[src/rtl/mc_input_interface_pkg.sv]
// Shared definitions for the multi-channel operation-packet input interface:
// default field widths, the highest legal mode code, drop-reason codes and
// the packed packet width.
package mc_input_interface_pkg;

    localparam int DATA_WIDTH = 32;
    localparam int NUM_MODES  = 3;
    localparam int RES_WIDTH  = 4;
    localparam int MAX_MODE   = 5;

    // Packets are stored packed as {res, mode, data}
    localparam int PKT_WIDTH = RES_WIDTH + NUM_MODES + DATA_WIDTH;

    typedef enum logic [1:0] {
        DROP_NONE    = 2'b00,
        DROP_ILLEGAL = 2'b01,
        DROP_OVF     = 2'b10
    } drop_rsn_e;

endpackage

[src/rtl/mc_input_interface_fifo.sv]
// mc_in_fifo: synchronous FIFO with a separate occupancy counter (0..DEPTH).
// The head entry is presented combinationally on rdata. A push and a pop in
// the same cycle on a full FIFO both succeed because the read side frees the
// slot the write side fills.
module mc_in_fifo #(
    parameter int WIDTH = 39,
    parameter int DEPTH = 8
) (
    input  logic                     clk,
    input  logic                     rst,
    input  logic                     push,
    input  logic                     pop,
    input  logic [WIDTH-1:0]         wdata,
    output logic [WIDTH-1:0]         rdata,
    output logic [$clog2(DEPTH):0]   level,
    output logic                     full,
    output logic                     empty
);

    localparam int AW = $clog2(DEPTH);
    localparam int LW = AW + 1;

    logic [WIDTH-1:0] mem [DEPTH];
    logic [AW-1:0]    wr_ptr;
    logic [AW-1:0]    rd_ptr;

    // Storage write; data array carries no reset.
    // NOTE: the memory is left unreset on purpose: an entry is never read before
    // it is written, and omitting the reset lets the array map onto plain RAM.
    always_ff @(posedge clk) begin
        if (push) begin
            mem[wr_ptr] <= wdata;
        end
    end

    // Pointer and occupancy bookkeeping; pointers wrap naturally (DEPTH = 2^AW).
    always_ff @(posedge clk or posedge rst) begin
        if (rst) begin
            wr_ptr <= '0;
            rd_ptr <= '0;
            level  <= '0;
        end else begin
            if (push) wr_ptr <= wr_ptr + 1'b1;
            if (pop)  rd_ptr <= rd_ptr + 1'b1;
            case ({push, pop})
                2'b10:   level <= level + 1'b1;
                2'b01:   level <= level - 1'b1;
                default: level <= level;
            endcase
        end
    end

    assign rdata = mem[rd_ptr];
    assign full  = (level == LW'(DEPTH));
    assign empty = (level == '0);

endmodule

[src/rtl/mc_input_interface.sv]
// mc_input_interface: NUM_CH packet ports, each with a legality checker and a
// DEPTH-entry FIFO, merged by a round-robin arbiter into one registered
// valid/ready stream tagged with the source channel.
// Optional feature: define IN_IF_DROP_CNT_EN to add per-channel saturating
// 16-bit drop counters (drop_cnt) with a synchronous clear (drop_cnt_clr).
module mc_input_interface #(
    parameter int NUM_CH     = 4,
    parameter int DATA_WIDTH = mc_input_interface_pkg::DATA_WIDTH,
    parameter int NUM_MODES  = mc_input_interface_pkg::NUM_MODES,
    parameter int RES_WIDTH  = mc_input_interface_pkg::RES_WIDTH,
    parameter int DEPTH      = 8,
    parameter int MAX_MODE   = mc_input_interface_pkg::MAX_MODE,
    parameter int AFULL_TH   = 2
) (
    input  logic                                   clk,
    input  logic                                   rst,
    input  logic [NUM_CH-1:0]                      pkt_valid,
    input  logic [NUM_CH*DATA_WIDTH-1:0]           op_pkt__data,
    input  logic [NUM_CH*NUM_MODES-1:0]            op_pkt__mode,
    input  logic [NUM_CH*RES_WIDTH-1:0]            op_pkt__res,
    output logic [NUM_CH-1:0]                      ready,
    output logic [NUM_CH-1:0]                      pkt_dropd,
    output logic [NUM_CH*2-1:0]                    drop_rsn,
    output logic                                   out_valid,
    input  logic                                   out_ready,
    output logic [DATA_WIDTH-1:0]                  out_data,
    output logic [NUM_MODES-1:0]                   out_mode,
    output logic [RES_WIDTH-1:0]                   out_res,
    output logic [((NUM_CH > 1) ? $clog2(NUM_CH) : 1)-1:0] out_ch,
    output logic [NUM_CH*($clog2(DEPTH)+1)-1:0]    fifo_level
`ifdef IN_IF_DROP_CNT_EN
    ,
    input  logic                                   drop_cnt_clr,
    output logic [NUM_CH*16-1:0]                   drop_cnt
`endif
);

    import mc_input_interface_pkg::*;

    localparam int CH_W  = (NUM_CH > 1) ? $clog2(NUM_CH) : 1;
    localparam int LVL_W = $clog2(DEPTH) + 1;
    localparam int PW    = RES_WIDTH + NUM_MODES + DATA_WIDTH;

    logic [NUM_CH-1:0] push;
    logic [NUM_CH-1:0] pop;
    logic [NUM_CH-1:0] full;
    logic [NUM_CH-1:0] empty;
    logic [PW-1:0]     rdata [NUM_CH];
    logic [LVL_W-1:0]  level [NUM_CH];

    logic [NUM_CH-1:0] drop_nxt;
    logic [1:0]        rsn_nxt [NUM_CH];
    logic [NUM_CH-1:0] ready_nxt;

    logic              found;
    logic              load;
    logic [CH_W-1:0]   grant;
    logic [CH_W-1:0]   rr_ptr;

    // Per-channel FIFOs
    for (genvar c = 0; c < NUM_CH; c++) begin : g_ch
        mc_in_fifo #(
            .WIDTH (PW),
            .DEPTH (DEPTH)
        ) u_fifo (
            .clk   (clk),
            .rst   (rst),
            .push  (push[c]),
            .pop   (pop[c]),
            .wdata ({op_pkt__res[c*RES_WIDTH +: RES_WIDTH],
                     op_pkt__mode[c*NUM_MODES +: NUM_MODES],
                     op_pkt__data[c*DATA_WIDTH +: DATA_WIDTH]}),
            .rdata (rdata[c]),
            .level (level[c]),
            .full  (full[c]),
            .empty (empty[c])
        );
        assign fifo_level[c*LVL_W +: LVL_W] = level[c];
    end

    // Round-robin grant: first non-empty channel at or after rr_ptr, wrapping.
    // NOTE: combinational blocks use blocking '=' with a default for every
    // output first, so no latch is inferred on paths that skip an assignment.
    always_comb begin
        int idx;
        idx   = 0;
        found = 1'b0;
        grant = '0;
        for (int i = 0; i < NUM_CH; i++) begin
            idx = int'(rr_ptr) + i;
            if (idx >= NUM_CH) idx = idx - NUM_CH;
            if (!found && !empty[idx]) begin
                found = 1'b1;
                grant = CH_W'(idx);
            end
        end
        load = found && (!out_valid || out_ready);
        pop  = '0;
        if (load) pop[grant] = 1'b1;
    end

    // Legality check, push/drop decision and next-cycle ready per channel.
    always_comb begin
        logic [NUM_MODES-1:0] mode;
        logic                 legal;
        int                   lv;
        for (int c = 0; c < NUM_CH; c++) begin
            mode  = op_pkt__mode[c*NUM_MODES +: NUM_MODES];
            legal = (mode != '0) && (int'(mode) <= MAX_MODE);
            // A pop at the same edge frees a slot, so a full FIFO still accepts.
            push[c]     = pkt_valid[c] && legal && (!full[c] || pop[c]);
            drop_nxt[c] = pkt_valid[c] && !push[c];
            if (!drop_nxt[c])  rsn_nxt[c] = DROP_NONE;
            else if (!legal)   rsn_nxt[c] = DROP_ILLEGAL;
            else               rsn_nxt[c] = DROP_OVF;
            lv           = int'(level[c]) + int'(push[c]) - int'(pop[c]);
            ready_nxt[c] = (DEPTH - lv) > AFULL_TH;
        end
    end

    // Registered drop pulse, drop reason and almost-full ready.
    always_ff @(posedge clk or posedge rst) begin
        if (rst) begin
            pkt_dropd <= '0;
            drop_rsn  <= '0;
            ready     <= '1;
        end else begin
            pkt_dropd <= drop_nxt;
            ready     <= ready_nxt;
            for (int c = 0; c < NUM_CH; c++) begin
                drop_rsn[c*2 +: 2] <= rsn_nxt[c];
            end
        end
    end

    // Output register and round-robin pointer; fields hold while stalled.
    always_ff @(posedge clk or posedge rst) begin
        if (rst) begin
            out_valid <= 1'b0;
            out_data  <= '0;
            out_mode  <= '0;
            out_res   <= '0;
            out_ch    <= '0;
            rr_ptr    <= '0;
        end else if (load) begin
            out_valid                      <= 1'b1;
            {out_res, out_mode, out_data}  <= rdata[grant];
            out_ch                         <= grant;
            rr_ptr <= (int'(grant) == NUM_CH - 1) ? '0 : grant + 1'b1;
        end else if (out_ready) begin
            out_valid <= 1'b0;
        end
    end

`ifdef IN_IF_DROP_CNT_EN
    // Saturating drop counters; a clear wins over a coincident increment.
    always_ff @(posedge clk or posedge rst) begin
        if (rst) begin
            drop_cnt <= '0;
        end else begin
            for (int c = 0; c < NUM_CH; c++) begin
                if (drop_cnt_clr) begin
                    drop_cnt[c*16 +: 16] <= '0;
                end else if (pkt_dropd[c] && (drop_cnt[c*16 +: 16] != 16'hFFFF)) begin
                    drop_cnt[c*16 +: 16] <= drop_cnt[c*16 +: 16] + 16'd1;
                end
            end
        end
    end
`else
    // Drop counters are not built in this configuration.
`endif

endmodule

[config.mk]
export PLATFORM = sky130hd
export DESIGN_NAME = mc_input_interface
export DESIGN_NICKNAME = d
export VERILOG_FILES = /design/src/rtl/mc_input_interface_pkg.sv /design/src/rtl/mc_input_interface_fifo.sv /design/src/rtl/mc_input_interface.sv
export SDC_FILE = /design/constraint.sdc
export NUM_CORES = 2
export LEC_CHECK = 0
export BUFFER_PORTS_ARGS = -buffer_cell sky130_fd_sc_hd__buf_2
export CORE_UTILIZATION = 35
export CTS_CLUSTER_DIAMETER = 150
export DETAILED_ROUTE_END_ITERATION = 8
export SYNTH_ARGS = -nofsm -noshare
export SYNTH_HDL_FRONTEND = slang
export SYNTH_SLANG_ARGS = --single-unit
[constraint.sdc]
create_clock -name clk -period 17 [get_ports clk]
set_clock_uncertainty 0.05 [all_clocks]
set_input_delay 0.85 -clock clk [delete_from_list [all_inputs] [get_ports clk]]
set_output_delay 0.85 -clock clk [all_outputs]
set_load 0.02 [all_outputs]
# --- Word level (Yosys, flattened, before mapping) ---
# Memories as Yosys holds them, arrays and structs flattened.
# Index checks and enable logic that the tools add are counted.
classes:
  n_addsub: 36
  order_cmp: 19
  n_eq_ne: 13
  mux: 53
  bitwise_logic: 1
  n_reduce_logical: 53
ops:
  columns: ["operator", "count"]
  rows:
  - ["< comparator 32 x 4 -> 1 bit (second input constant)", 4]
  - ["2-to-1 mux 32 bit", 4]
  - ["binary-select mux 39 bit (select 2 bit)", 1]
  - ["2-to-1 mux 39 bit", 2]
  - ["case mux 4 bit (2 select lines)", 4]
  - ["> comparator 7 x 3 -> 1 bit (second input constant)", 4]
  - ["subtractor 5 x 6 -> 7 bit (first input constant)", 4]
  - ["2-to-1 mux 2 bit", 13]
  - ["adder 3 x 1 -> 3 bit (second input constant)", 8]
  - ["subtractor 5 x 1 -> 6 bit", 4]
  - ["2-to-1 mux 1 bit", 23]
  - ["logical AND 1 bit", 21]
  - ["adder 4 x 1 -> 5 bit", 4]
  - ["adder 4 x 1 -> 4 bit (second input constant)", 4]
  - ["equality test 4 bit (second input constant)", 4]
  - ["logical NOT 4 bit", 4]
  - ["subtractor 4 x 1 -> 4 bit (second input constant)", 4]
  - ["logical NOT 1 bit", 14]
  - ["greater-or-equal comparator 3 bit (second input constant)", 4]
  - ["<= comparator 3 bit (second input constant)", 4]
  - ["nonzero test 3 bit", 4]
  - ["subtractor 3 x 3 -> 4 bit (second input constant)", 3]
  - ["equality test 2 x 1 -> 1 bit (second input constant)", 5]
  - ["nonzero test 2 bit", 5]
  - ["other kinds (13)", 24]
totals:
  regBits: 100
  mem_bits_rw: 1248
  input_bits: 163
  out_inout_bits: 74
  elab_cells: 200
  memories: 4
memory_table:
  columns: ["name", "depth", "word_bits", "read_ports", "rd_clocked_by_memory_dff", "write_ports", "line_no", "source"]
  rows:
  - ["g_ch[0].u_fifo.mem", 8, 39, 1, 0, 1, "mc_input_interface_fifo.sv:23", "logic [WIDTH-1:0] mem [DEPTH];"]
  - ["g_ch[1].u_fifo.mem", 8, 39, 1, 0, 1, "mc_input_interface_fifo.sv:23", null]
  - ["g_ch[2].u_fifo.mem", 8, 39, 1, 0, 1, "mc_input_interface_fifo.sv:23", null]
  - ["g_ch[3].u_fifo.mem", 8, 39, 1, 0, 1, "mc_input_interface_fifo.sv:23", null]

# --- Depth between registers and ports, before layout ---
depth:
  ltp_word: 26
  mapped_depth: 22
  ltp_nobuf: 20

# --- Cells and area by module ---
# From an unflattened synthesis, not the netlist that was laid out.
unflattened:
  hier_cells: 2499
  area_unflattened_um2: 53721.5
by_module_without_submodules:
  columns: ["mod", "instances", "cells_per_inst", "area_each_um2", "seq_area_each_um2"]
  rows:
  - ["mc_in_fifo", 4, 512, 12336.8, 9619.2]
  - ["mc_input_interface", 1, 451, 4374.2, 1506.4]

# --- Least setup slack after synthesis ---
# No wires, ideal clock.
synth_timing:
  path_kind: "register -> register"
  from: "register g_ch[3].u_fifo.level[2]"
  to: "memory g_ch[0].u_fifo.mem[0][0] (enable)"
  setup_time_ns: 0.532
  arrival_ns: 5.948
  slack_ns: 10.469
  stages_incl_launch_ff: 11
  period_less_slack_ns: 6.531
  path_cell_list: "dfrtp_1 > inv_1 > ha_1 > or3b_1 > buf_2 > o21bai_1 > o21ai_4 > inv_2 > nor3_4 > o21ai_4 > nor4_1"
synth_via:
  elab_chain_len: 22
synth_rtl:
  columns: ["element", "line_no", "source"]
  rows:
  - ["start: declaration", "mc_input_interface_fifo.sv:15", "output logic [$clog2(DEPTH):0] level,"]
  - ["start signal: assignment", "mc_input_interface_fifo.sv:46", "2'b10: level <= level + 1'b1;"]
  - ["start signal: assignment", "mc_input_interface_fifo.sv:47", "2'b01: level <= level - 1'b1;"]
  - ["start signal: assignment", "mc_input_interface_fifo.sv:48", "default: level <= level;"]
  - ["logical NOT 4 bit *", "mc_input_interface_fifo.sv:55", "assign empty = (level == '0);"]
  - ["binary-select mux 1 bit (select 2 bit)", "mc_input_interface.sv:92", "if (!found && !empty[idx]) begin"]
  - ["2-to-1 mux 1 bit (implied by the code) (2 in series)", "mc_input_interface.sv:92", null]
  - ["logical NOT 1 bit", "mc_input_interface.sv:92", null]
  - ["logical AND 1 bit", "mc_input_interface.sv:92", null]
  - ["2-to-1 mux 1 bit", "mc_input_interface.sv:92", null]
  - ["logical NOT 1 bit", "mc_input_interface.sv:92", null]
  - ["logical AND 1 bit", "mc_input_interface.sv:92", null]
  - ["[5 not listed]", null, null]
  - ["logical AND 1 bit (implied by the code)", "mc_input_interface.sv:99", "if (load) pop[grant] = 1'b1;"]
  - ["2-to-1 mux 1 bit (implied by the code)", "mc_input_interface.sv:99", null]
  - ["demux 1 bit (select 2 bit)", "mc_input_interface.sv:99", null]
  - ["2-to-1 mux 4 bit *", "mc_input_interface.sv:99", null]
  - ["logical OR 1 bit *", "mc_input_interface.sv:111", "push[c] = pkt_valid[c] && legal && (!full[c] || pop[c]);"]
  - ["logical AND 1 bit *", "mc_input_interface.sv:111", null]
  - ["2-to-1 mux 1 bit *", "mc_input_interface_fifo.sv:31", "if (push) begin"]
  - ["2-to-1 mux 1 bit (implied by the code) *", "mc_input_interface_fifo.sv:32", "mem[wr_ptr] <= wdata;"]
  - ["end: declaration", "mc_input_interface_fifo.sv:23", null]
# Every way passes the cells marked *; elsewhere a longest branch is shown, timed or not. The select of a mux whose other input is x is not followed.

# --- Worst setup path in the final report ---
layout_timing:
  from: "register g_ch[1].u_fifo.level[3]"
  to: "register ready[3]"
layout_via:
  elab_chain_len: 24
layout_rtl:
  columns: ["element", "line_no", "source"]
  rows:
  - ["start: declaration", "mc_input_interface_fifo.sv:15", null]
  - ["start signal: assignment", "mc_input_interface_fifo.sv:46", null]
  - ["start signal: assignment", "mc_input_interface_fifo.sv:47", null]
  - ["start signal: assignment", "mc_input_interface_fifo.sv:48", null]
  - ["logical NOT 4 bit *", "mc_input_interface_fifo.sv:55", null]
  - ["binary-select mux 1 bit (select 2 bit)", "mc_input_interface.sv:92", null]
  - ["2-to-1 mux 1 bit (implied by the code) (2 in series)", "mc_input_interface.sv:92", null]
  - ["logical NOT 1 bit", "mc_input_interface.sv:92", null]
  - ["logical AND 1 bit", "mc_input_interface.sv:92", null]
  - ["2-to-1 mux 1 bit", "mc_input_interface.sv:92", null]
  - ["logical NOT 1 bit", "mc_input_interface.sv:92", null]
  - ["logical AND 1 bit", "mc_input_interface.sv:92", null]
  - ["[8 not listed]", null, null]
  - ["2-to-1 mux 4 bit *", "mc_input_interface.sv:99", null]
  - ["logical OR 1 bit", "mc_input_interface.sv:111", null]
  - ["logical AND 1 bit", "mc_input_interface.sv:111", null]
  - ["adder 4 x 1 -> 5 bit", "mc_input_interface.sv:116", "lv = int'(level[c]) + int'(push[c]) - int'(pop[c]);"]
  - ["subtractor 5 x 1 -> 6 bit *", "mc_input_interface.sv:116", null]
  - ["subtractor 5 x 6 -> 7 bit *", "mc_input_interface.sv:117", "ready_nxt[c] = (DEPTH - lv) > AFULL_TH;"]
  - ["> comparator 7 x 3 -> 1 bit *", "mc_input_interface.sv:117", null]
  - ["net ready_nxt[3]", "mc_input_interface.sv:53", "logic [NUM_CH-1:0] ready_nxt;"]
  - ["end signal: assignment", "mc_input_interface.sv:129", "ready <= ready_nxt;"]
  - ["end: declaration", "mc_input_interface.sv:21", "output logic [NUM_CH-1:0] ready,"]
# The timed path passes the listed nets; every way through them passes the cells marked *. The select of a mux whose other input is x is not followed.
# A chain may end at the register's enable or synchronous reset.

==> results_dict.tcl <==
set metrics [dict create \
    start_util_pct 35.3 \
    setup_viol 0 \
    die_area_mm2 0.153 \
    grt_pass1_vias 25675 \
    cts_made_buffers 144 \
    synth-seq-cells 1348 \
    fmax_mhz 180 \
    die_height_um 391 \
    ys.flop_type "edfxtp_1" \
    critPathKind "flip-flop to flip-flop" \
    cts-root-buf "clkbuf_16" \
    drt_iter0_drc 2350 \
    first_pass_iters 7 \
    clk_pin_slew_ps 60 \
    final_cell_mix "1248 x edfxtp_1, 312 x mux4_2, 236 x buf_2" \
    worstPathArrival_ps 6230 \
    yosys_warnings 0 \
    grt.total_usage_pct 17.1 \
    r2r.worst_path.cells 21 \
    final_common_cell "edfxtp_1" \
    place_ws_ps 11460 \
    clk_path_buf_depth 3 \
    final_cell_count_no_fill 5007 \
    hold_viol_final 0 \
    wire_per_inst_um 26.0 \
    io_pins 237 \
    worstSkewPairLatency_ps 780 \
    synth_edf_count 1248 \
    min_period_ps 5560 \
    cts_max_level 4 \
    post_route_cells_drive_above_1_share_pct 29.8 \
    power_w 0.0109 \
    drt-total-wl_um 130000 \
    ir_drop_mv 0.113 \
    rows 142 \
    tritoncts "done" \
    slew_headroom_pct 18.7 \
    cpMaxStageDelayCell "or3b_1" \
    gp_congestion 0.793 \
    cp.required_ps 17670 \
    path_buf_inv 5 \
    drc 0 \
    fillers 13223 \
    hold_buffers 0 \
    globalRoute.totalOverflow 0 \
    hpwl_um 80000 \
    io_buffer_count 236 \
    ys_types 63 \
    synthesis.nets 2779 \
    p_per_area_mw_per_mm2 178 \
    power.leakage_nw 20.6 \
    post-route-period-util_pct 32.7 \
    path_max_fanout 44 \
    clock_sinks 1348 \
    coreArea_mm2 0.150 \
    cpLargestDelayFamily "simple AND/OR/NAND/NOR gates" \
    layout.nets 3086 \
    ys_seq_area_share_pct 75.4 \
    cap_violations 0 \
    dp_cells 4731 \
    setup_ws_ps 11440 \
    path_depth 21 \
    antenna_found_initial 76 \
    grt_pass1_wl_um 185000 \
    synth_area_per_cell_um2 20.8 \
    grt_max_degree 87 \
    cp-end-kind "flip-flop" \
    vias 25456 \
    drv_slew 0 \
    ant_nets 0 \
    status "complete, no violations" \
    crit_chain "inv_1, ha_1, or3b_1, a22oi_1, o21ai_4, buf_4, inv_2, ha_1, nand2_2, nor3b_1, nor2_2, inv_1, ha_1, inv_1, fa_1, xor2_1, nand3_1, xor2_1, o221a_2, a211oi_1, a21o_1" \
    netlist_area_mm2 0.0531 \
    cp-start-kind "flip-flop" \
    dieWidth_um 391 \
    cts_resized 0 \
    cts_setup_buffers 0 \
    area_growth_pct 16.2 \
    synth_cells 2554 \
    async_reset_ff_share_pct 7.42 \
    viasPerCell 5.08 \
    fin_setup_tns_ps 0 \
    tightest_slew_ps 1210 \
    rsz0062_at_grt "no" \
    slowest_delay_ps 550 \
    hp-class "input port to async pin" \
]
routing by layer:
layer / GRT usage [%] / wire [um] / up-vias
met4: 4.45 / 2910 / 66
met5: 0 / 416 / -
met2: 26.0 / 59800 / 820
met3: 6.04 / 13100 / 248
met1: 23.3 / 53700 / 13261
li1: - / - / 11061
through the flow:
stage                     hold slack [ps]  instance area, um^2  utilization [%]
after floorplan                       430                53100                -
after global placement                410                56900             37.9
after detailed placement              423                56900             37.9
after CTS                            47.9                61600             41.0
after global routing                 74.4                61600             41.0
final                                73.3                61600             41.1
Yosys cell counts, drive strengths merged (2+ instances only):
library cell | number | area (um^2)
ha | 54 | 676
mux4 | 312 | 7030
inv | 45 | 171
mux2i | 166 | 1660
nand2 | 143 | 544
o311ai | 2 | 35.0
o21bai | 6 | 45.0
mux2 | 8 | 93.8
and3 | 5 | 31.3
o22ai | 40 | 250
o21ai | 53 | 303
a21oi | 24 | 120
dfrtp | 96 | 2400
a32o | 2 | 20.0
clkbuf | 84 | 315
a22oi | 2 | 15.0
nor2b | 6 | 37.5
nor4 | 3 | 18.8
or3b | 4 | 35.0
buf | 44 | 211
xnor2 | 28 | 245
o211ai | 4 | 30.0
a31oi | 39 | 244
nand3 | 11 | 55.1
nor2 | 33 | 126
a21boi | 3 | 22.5
nand2b | 11 | 68.8
edfxtp | 1248 | 37500
a211oi | 2 | 20.0
a21o | 11 | 82.6
nor3b | 2 | 15.0
xor2 | 13 | 114
nor3 | 22 | 126
fa | 8 | 160
and2 | 6 | 40.0
dfstp | 4 | 105
power breakdown:
group / total (W) / switching (W) / internal, W
clock: 0.00309 / 0.00133 / 0.00175
combinational: 0.00346 / 0.00205 / 0.00140
sequential: 0.00440 / 0.000330 / 0.00407
state kept, by name (all words and copies together), names as in the netlist:
name                cells
rr_ptr                  2
pkt_dropd               4
ready                   4
out_data               32
g_ch.u_fifo.rd_ptr     12
drop_rsn                8
out_ch                  2
g_ch.u_fifo.level      16
out_res                 4
g_ch.u_fifo.wr_ptr     12
out_valid               1
out_mode                3
g_ch.u_fifo.mem      1248
path summary, 6_finish.rpt:
kind                                          from                   endpoint  slack (ps)
setup / recovery           g_ch[1].u_fifo.level[3]                   ready[3]       11440
hold / removal                                 rst                drop_rsn[7]          70
setup reg to reg           g_ch[1].u_fifo.level[3]                   ready[3]       11440
hold reg to reg                        out_mode[2]                out_mode[2]         430
max in group asynchronous                      rst   g_ch[0].u_fifo.rd_ptr[0]       15440
min in group clk                    op_pkt__res[9]  g_ch[2].u_fifo.mem[2][36]         280
kinds of logic (layout without fill, tap and decap cells):
group           Yosys count  in the layout  synth area share, %
fa+ha+maj                62             62                 1.58
other cells               0             10                    0
compound gates          194            194                 2.39
buf+inv                 173            600                 1.32
flops                  1348           1348                 75.4
simple gates            250            250                 2.12
mux                     486            486                 16.6
xor+xnor                 41             41                0.677
area by class of cell:
| class | count | area [um^2] | area share, % |
|---|---|---|---|
| flip-flops and latches | 1348 | 40000 | 64.9 |
| multi-input cells | 1033 | 12600 | 20.4 |
| clock buffers | 186 | 3850 | 6.25 |
| well taps | 2016 | 2520 | 4.09 |
| repair buffers | 289 | 1580 | 2.56 |
| clock inverters | 80 | 876 | 1.42 |
| inverters | 45 | 176 | 0.286 |
| diodes | 10 | 25.0 | 0.0406 |
(Power assumes the default switching activity.)
